File: src/rtl/key_scheduler.sv
// RC4 key-scheduling stage. Fills the 256-entry scratch RAM with the identity permutation,
// then runs the key-driven swap loop so S holds the permutation the decrypter consumes.
//
// Ports:
//   clk         single clock, rising edge
//   reset       synchronous, active-high
//   start       begin scheduling; only sampled while idle
//   secret_key  KEY_LEN bytes, MSB byte is key[0]
//   s_addr      scratch RAM address
//   s_data      scratch RAM write data
//   s_q         scratch RAM read data, valid the cycle after s_addr is presented
//   s_wren      scratch RAM write enable
//   busy        high from start acceptance through the finish cycle
//   finish      one-cycle pulse when S is complete
//
// State and outputs are registered together, so the state a cycle is in names exactly the
// RAM operation visible on the ports during that cycle.
module key_scheduler #(
  parameter int unsigned DATA_WIDTH = 8,
  parameter int unsigned ADDR_WIDTH = 8,
  parameter int unsigned KEY_LEN    = 3
) (
  input  logic                   clk,
  input  logic                   reset,
  input  logic                   start,
  input  logic [KEY_LEN*8-1:0]   secret_key,
  output logic [ADDR_WIDTH-1:0]  s_addr,
  output logic [DATA_WIDTH-1:0]  s_data,
  input  logic [DATA_WIDTH-1:0]  s_q,
  output logic                   s_wren,
  output logic                   busy,
  output logic                   finish
);

  localparam int unsigned KidxW = (KEY_LEN > 1) ? $clog2(KEY_LEN) : 1;

  typedef enum logic [3:0] {
    StIdle,
    StInit,
    StRdSi,
    StWtSi,
    StRdSj,
    StWtSj,
    StWrSi,
    StWrSj,
    StDone
  } state_e;

  state_e                 state_q, state_d;
  logic [ADDR_WIDTH-1:0]  i_q, i_d;
  logic [ADDR_WIDTH-1:0]  j_q, j_d;
  logic [DATA_WIDTH-1:0]  si_q, si_d;
  logic [KEY_LEN*8-1:0]   key_q, key_d;
  logic [KidxW-1:0]       kidx_q, kidx_d;   // i mod KEY_LEN, kept as a wrapping counter
  logic [ADDR_WIDTH-1:0]  s_addr_q, s_addr_d;
  logic [DATA_WIDTH-1:0]  s_data_q, s_data_d;
  logic                   s_wren_q, s_wren_d;
  logic                   busy_q, busy_d;
  logic                   finish_q, finish_d;

  logic [7:0]             key_byte;
  logic [ADDR_WIDTH-1:0]  j_sum;

  // Select key[i mod KEY_LEN]; byte 0 sits in the most significant position.
  always_comb begin
    key_byte = '0;
    for (int k = 0; k < int'(KEY_LEN); k++) begin
      if (kidx_q == KidxW'(k)) begin
        key_byte = key_q[(int'(KEY_LEN) - 1 - k) * 8 +: 8];
      end
    end
  end

  // s_q is S[i] while in StWtSi; the new j is also the next read address.
  assign j_sum = j_q + ADDR_WIDTH'(s_q) + ADDR_WIDTH'(key_byte);

  always_comb begin
    state_d  = state_q;
    i_d      = i_q;
    j_d      = j_q;
    si_d     = si_q;
    key_d    = key_q;
    kidx_d   = kidx_q;
    s_addr_d = s_addr_q;
    s_data_d = s_data_q;
    s_wren_d = 1'b0;
    busy_d   = busy_q;
    finish_d = 1'b0;

    case (state_q)
      StIdle: begin
        busy_d   = 1'b0;
        s_addr_d = '0;
        s_data_d = '0;
        if (start) begin
          key_d    = secret_key;
          i_d      = '0;
          j_d      = '0;
          kidx_d   = '0;
          busy_d   = 1'b1;
          s_wren_d = 1'b1;  // first INIT write: S[0] = 0
          state_d  = StInit;
        end
      end

      StInit: begin
        if (i_q == '1) begin
          i_d      = '0;
          s_addr_d = '0;
          state_d  = StRdSi;
        end else begin
          i_d      = i_q + ADDR_WIDTH'(1);
          s_addr_d = i_q + ADDR_WIDTH'(1);
          s_data_d = DATA_WIDTH'(i_q + ADDR_WIDTH'(1));
          s_wren_d = 1'b1;
        end
      end

      StRdSi: state_d = StWtSi;

      StWtSi: begin
        si_d     = s_q;
        j_d      = j_sum;
        s_addr_d = j_sum;
        state_d  = StRdSj;
      end

      StRdSj: state_d = StWtSj;

      StWtSj: begin
        s_addr_d = i_q;
        s_data_d = s_q;
        s_wren_d = 1'b1;
        state_d  = StWrSi;
      end

      StWrSi: begin
        s_addr_d = j_q;
        s_data_d = si_q;
        s_wren_d = 1'b1;
        state_d  = StWrSj;
      end

      StWrSj: begin
        if (i_q == '1) begin
          s_addr_d = '0;
          s_data_d = '0;
          finish_d = 1'b1;
          state_d  = StDone;
        end else begin
          i_d      = i_q + ADDR_WIDTH'(1);
          kidx_d   = (kidx_q == KidxW'(KEY_LEN - 1)) ? '0 : kidx_q + KidxW'(1);
          s_addr_d = i_q + ADDR_WIDTH'(1);
          state_d  = StRdSi;
        end
      end

      StDone: begin
        busy_d   = 1'b0;
        s_addr_d = '0;
        s_data_d = '0;
        state_d  = StIdle;
      end

      default: begin
        busy_d  = 1'b0;
        state_d = StIdle;
      end
    endcase
  end

  always_ff @(posedge clk) begin
    if (reset) begin
      state_q  <= StIdle;
      i_q      <= '0;
      j_q      <= '0;
      si_q     <= '0;
      key_q    <= '0;
      kidx_q   <= '0;
      s_addr_q <= '0;
      s_data_q <= '0;
      s_wren_q <= 1'b0;
      busy_q   <= 1'b0;
      finish_q <= 1'b0;
    end else begin
      state_q  <= state_d;
      i_q      <= i_d;
      j_q      <= j_d;
      si_q     <= si_d;
      key_q    <= key_d;
      kidx_q   <= kidx_d;
      s_addr_q <= s_addr_d;
      s_data_q <= s_data_d;
      s_wren_q <= s_wren_d;
      busy_q   <= busy_d;
      finish_q <= finish_d;
    end
  end

  assign s_addr = s_addr_q;
  assign s_data = s_data_q;
  assign s_wren = s_wren_q;
  assign busy   = busy_q;
  assign finish = finish_q;

endmodule
File: config.mk
export PLATFORM = sky130hd
export DESIGN_NAME = key_scheduler
export DESIGN_NICKNAME = d
export VERILOG_FILES = /design/src/rtl/key_scheduler.sv
export SDC_FILE = /design/constraint.sdc
export NUM_CORES = 1
export LEC_CHECK = 0
export CAP_MARGIN = 25
export CORE_MARGIN = 3
export CORE_UTILIZATION = 55
export DETAILED_ROUTE_END_ITERATION = 10
export PLACE_DENSITY = 0.8
export SLEW_MARGIN = 0
export SYNTH_ARGS = -nofsm -noshare
export SYNTH_HDL_FRONTEND = slang
export SYNTH_SLANG_ARGS = --single-unit
File: constraint.sdc
create_clock -name clk -period 3.6 [get_ports clk]
set_input_delay 0.72 -clock clk [delete_from_list [all_inputs] [get_ports clk]]
set_output_delay 0.72 -clock clk [all_outputs]
set_load 0.05 [all_outputs]
Yosys cells after proc, flatten, opt, wreduce, memory -nomap -nowiden
Index checks and enable logic that the tools add are counted.
{"block": "word_totals", "register_bits": 73, "latchBits": 0, "ram_bits": 0, "mem_bits_ro": 0, "inputBits": 35, "output_inout_bits": 19, "word_cells": 74, "memories": 0}
{"block": "classes", "add_sub_neg": 4, "mul": 0, "div_mod_pow": 0, "magnitude_cmp": 0, "eq_ne": 16, "shift": 0, "n_mux": 24, "bitwise_logic": 1, "reduce_logical": 18}
{"cell": "$pmux 8 s5", "n": 2}
{"cell": "$mux 8", "n": 7}
{"cell": "$pmux 4 s8", "n": 1}
{"cell": "$pmux 8 s3", "n": 1}
{"cell": "$add 8x8->8", "n": 2}
{"cell": "$eq 4x3->1 const B", "n": 4}
{"cell": "$pmux 8 s2", "n": 1}
{"cell": "$mux 4", "n": 3}
{"cell": "$ne 2x2->1 const B", "n": 5}
{"cell": "$reduce_bool 5->1", "n": 2}
{"cell": "$reduce_and 3->1", "n": 3}
{"cell": "$add 8x1->8 const B", "n": 1}
{"cell": "$eq 4x2->1 const B", "n": 2}
{"cell": "$eq 8x8->1 const B", "n": 1}
{"cell": "$reduce_or 2->1", "n": 4}
{"cell": "$reduce_or 7->1", "n": 1}
{"cell": "$mux 2", "n": 3}
{"cell": "$reduce_and 2->1", "n": 3}
{"cell": "$eq 4x1->1 const B", "n": 1}
{"cell": "$eq 4x4->1 const B", "n": 1}
{"cell": "$logic_not 4->1", "n": 1}
{"cell": "$pmux 2 s2", "n": 1}
{"cell": "$reduce_bool 2->1", "n": 2}
{"cell": "$mux 1", "n": 3}
{"cell": "8 further kinds", "n": 8}

Longest topological paths before layout
Gate-level depths: netlist of the first run.
{"block": "logic_depth", "word_depth": 6, "depth_mapped": 12, "mapped_depth_nobuf": 10}

Worst setup path before layout of the first run
OpenSTA, ideal clock, no wires.
{"block": "synth_timing", "path_kind": "register -> register", "startpoint": "register kidx_q[1]", "endpoint": "register s_addr_q[6] (netlist: s_addr[6])", "setup_time_ps": 96, "t_arrival_ps": 3100, "required_ps": 3504, "path_slack_ps": 404, "path_stages_with_launch": 12, "path_buffers": 2, "period_less_slack_ps": 3196, "cell_sequence": "dfxtp_1 -> buf_2 -> buf_1 -> mux2i_1 -> o22ai_1 -> fa_1 -> ha_1 -> a211oi_1 -> o21bai_1 -> a21oi_1 -> mux2_2 -> o41ai_2"}
{"block": "synth_between", "elab_chain_cells": 6, "elab_cells_between_ends": 8, "cone_classes": "1 x add/sub; 2 x eq/ne; 4 x mux; 1 x reduce/logical"}
{"item": "from (decl)", "line": "54", "source": "logic [KidxW-1:0] kidx_q, kidx_d;"}
{"item": "from (signal assigned)", "line": "191", "source": "kidx_q <= kidx_d;"}
{"item": "$logic_not 2->1", "line": "68", "source": "if (kidx_q == KidxW'(k)) begin"}
{"item": "$mux 8 (2 in series)", "line": "68"}
{"item": "$mux 8 *", "line": "68"}
{"item": "$add 8x8->8 *", "line": "75", "source": "assign j_sum = j_q + ADDR_WIDTH'(s_q) + ADDR_WIDTH'(key_byte);"}
{"item": "$pmux 8 s5 *", "line": "90", "source": "case (state_q)"}
{"item": "to (signal assigned)", "line": "192", "source": "s_addr_q <= s_addr_d;"}
{"item": "to (decl)", "line": "55", "source": "logic [ADDR_WIDTH-1:0] s_addr_q, s_addr_d;"}
Every way passes the cells marked *; elsewhere a longest branch is shown, timed or not.
A chain may end at the register's enable or synchronous reset.

Worst setup path in the final report of the first run
{"block": "layout_timing", "startpoint": "register kidx_q[0]", "endpoint": "register s_addr_q[6] (netlist: s_addr[6])"}
Same word-level chain as after synthesis.

==> results of run 1 <==
==> critical path: stages, from the launching register on <==
cell and delay (ns):
dfxtp_1 0.69, nand2_1 0.10, o22ai_1 0.22, fa_1 0.50, ha_1 0.34, a211oi_1 0.29
o21bai_1 0.12, a21oi_1 0.24, mux2_2 0.37, o41ai_2 0.26
==> registers in the layout (all words and copies together), names as in the netlist <==
signal,flops
s_addr,8
key_q,24
i_q,8
finish,1
kidx_q,2
si_q,8
busy,1
s_wren,1
state_q,4
s_data,8
j_q,8
==> per-layer routing <==
| layer | wire [um] | up-vias |
|---|---|---|
| met5 | 0 | - |
| met4 | 206 | 0 |
| met3 | 652 | 17 |
| met2 | 4970 | 148 |
| met1 | 4470 | 1700 |
| li1 | - | 1770 |
==> through the flow <==
stage	setup slack, ns	hold WS (ns)	instances	utilization
finish	0.374	0.456	620	0.678
global route	0.164	0.480	620	0.678
CTS	0.407	0.460	620	0.678
detailed placement	0.135	0.449	604	0.645
global placement	0.200	0.441	604	0.645
floorplan	0.404	0.436	487	-
==> cells by family (layout without fill, tap and decap cells) <==
family	after synthesis	count (layout)	share of synthesized area
AND/OR/NAND/NOR	178	178	0.203
AO/OA/AOI/OAI	141	141	0.232
flip-flops	73	73	0.372
buffers and inverters	53	90	0.0614
adder cells (fa/ha/maj)	15	15	0.0630
XOR/XNOR	14	14	0.0312
multiplexers	13	13	0.0378
==> path summary, 6_finish.rpt <==
kind / startpoint / endpoint
max reg2reg: kidx_q[0]$_SDFFE_PP0P_ / s_addr[6]$_SDFFE_PP0P_
min: key_q[19]$_SDFFE_PP0P_ / key_q[19]$_SDFFE_PP0P_
max: kidx_q[0]$_SDFFE_PP0P_ / s_addr[6]$_SDFFE_PP0P_
min reg2reg: key_q[19]$_SDFFE_PP0P_ / key_q[19]$_SDFFE_PP0P_
==> cell usage in the layout, fill, tap and decap left out, types with 2 or more instances in the layout <==
| master | netlist | final |
|---|---|---|
| a21o_1 | 6 | 6 |
| nand2_1 | 102 | 102 |
| or2_2 | 2 | 2 |
| and4_1 | 2 | 2 |
| inv_1 | 17 | 17 |
| mux2i_1 | 10 | 10 |
| a222oi_1 | 3 | 3 |
| or2_1 | 2 | 2 |
| bufinv_16 | 0 | 2 |
| o21a_1 | 3 | 3 |
| o21ai_0 | 10 | 10 |
| nor4_1 | 3 | 3 |
| a221oi_1 | 3 | 3 |
| a21oi_1 | 63 | 63 |
| a22oi_1 | 13 | 13 |
| nor3_1 | 12 | 12 |
| clkbuf_8 | 0 | 10 |
| xor2_1 | 5 | 5 |
| a31oi_1 | 4 | 4 |
| a211oi_1 | 10 | 10 |
| nor2_1 | 25 | 25 |
| clkdlybuf4s50_1 | 0 | 52 |
| buf_4 | 0 | 4 |
| and3_1 | 3 | 3 |
| o22ai_1 | 6 | 6 |
| fa_1 | 8 | 8 |
| nand3_1 | 7 | 7 |
| o31ai_1 | 3 | 3 |
| a211o_1 | 3 | 3 |
| ha_1 | 7 | 7 |
| xnor2_1 | 9 | 9 |
| and2_1 | 2 | 2 |
| nor2b_1 | 3 | 3 |
| dfxtp_1 | 73 | 73 |
| a311oi_1 | 5 | 5 |
| o21bai_1 | 2 | 2 |
| nand2b_1 | 3 | 3 |
| or3_1 | 5 | 5 |
| o22a_1 | 3 | 3 |
==> layout make-up <==
class                      count  share of cell area
clock inverter                 6              0.0193
tap                           96              0.0258
timing repair buffer          57               0.119
clock buffer                  10              0.0295
multi-input combinational    361               0.479
inverter                      17              0.0137
sequential                    73               0.314
==> power groups by stage <==
stage          clock network, mW  logic, mW  registers [mW]
2_1_floorplan                  0      0.138           0.872
3_3_place_gp                   0      0.225           0.866
3_5_place_dp                   0      0.230           0.867
4_1_cts                    0.742      0.231           0.848
5_1_grt                    0.776      0.255           0.852
6_report                   0.735      0.233           0.848
==> reports/metrics.cfg, run 1 <==
[grt]
grt_pass1_wl_mm=16.8
grt_pass1_vias=3364
grt_max_degree=51
antenna_found_initial=0
use_met1=0.342
grtUsageMet3=0.0375
top_usage_layer=met2
overflow=0
met2_usage=0.412
grtUsageTotal=0.255

[timing]
drv_slew=0
fin_crit_sh=0.896
setup_tns_ns=0
fin_skew_ns=0.0116
hold_viol=0
setup_viol=0
rsz0062_at_grt=false
relSlewSlack=0.485
layout_min_cycle_time_ns=3.23
tightestPinTransition_ns=0.771
fmax_mhz=310

[cts]
clock-root-buffer=clkbuf_8
h-tree-depth=3
cts_tree=yes
cts_setup_buffers=0
post_cts_resized=0
clkTransAtPathRegs_ns=0.08
clock_latency_ns=0.35
holdBufCountCts=0
cts_buffer_depth=2
cts_sinks=73
cts_buffers=9

[worst_setup_path]
cp.required_ns=3.86
ff2ff_setup_slack_ns=0.37
crit_arrival_ns=3.48
start_kind=register
reg2reg_depth=9
end_kind=register
crit_type=register to register
cp_max_fo=18

[logic_synthesis]
synth_area_um2=3930
synth_top_area_cell=dfxtp_1
yosysTopAreaCellShare=0.372
netlist_instances=487
syn_area_per_cell_um2=8.08
yosys_warnings=0
synth_most_common_cell=nand2_1
synth_nets=537
synth-seq-cells=73
synth-edff-count=0
synth_cell_types=54
seq_area_frac_synth=0.372
synth_area_leaders=dfxtp_1 37%, nand2_1 9.7%, a21oi_1 8.0%
ys_top_cells_by_count=102 x nand2_1, 73 x dfxtp_1, 63 x a21oi_1, 25 x nor2_1, 19 x clkbuf_1
async_reset_ff_frac=0
synthFlopType=dfxtp_1

[routing]
wl_mm=10.3
viasPerCell=5.86
via_count=3635
routedWlPerCell_um=16.6
drc=0
drt_iter0_markers=301
first_pass_iters=9
ant_nets=0

[die]
core-area_um2=6870
rows=30
dieArea_um2=8200
die_h_um=90.6
initial_core_util=0.573
io-pin-count=54
die_w_um=90.6

[finish]
drive_gt1_frac=0.0630
seq_area_um2=1460
fillers=594
diodes=0
finalInstanceArea_um2=4660
syn2layout_area_growth_pct=18.4
multi_input_area_um2=2230
fin_nets=569

[job]
max_cap_violations=0

[power]
power.density_nw_per_um2=390
p_sw_frac=0.262
p_clk_frac=0.405
p_leak_nw=1.68
p_comb_frac=0.128
power_switching_mw=0.476
seq_power_share=0.467
power_mw=1.82
max-vdd-ir-drop_mv=0.268
p_int_mw=1.34

[min_path]
min_delay_path_depth=2
hold_path_class=register to register

[placed_design]
hpwl_mm=7.45
io_buffers=53
postPlaceCellArea_um2=4430
gp_congestion=0.902

[status]
run_status=completed

(Power assumes the default switching activity.)
==> run 2: changes to the inputs <==
--- a/config.mk
+++ b/config.mk
@@ -5,10 +5,12 @@
 export SDC_FILE = /design/constraint.sdc
 export NUM_CORES = 1
 export LEC_CHECK = 0
+export ABC_CLOCK_PERIOD_IN_PS = 3600
 export CAP_MARGIN = 25
 export CORE_MARGIN = 3
 export CORE_UTILIZATION = 55
 export DETAILED_ROUTE_END_ITERATION = 10
+export HOLD_SLACK_MARGIN = 0.08
 export PLACE_DENSITY = 0.8
 export SLEW_MARGIN = 0
 export SYNTH_ARGS = -nofsm -noshare
==> results of run 2 <==
The final DEF is identical to that of run 1; final timing and power are the same.
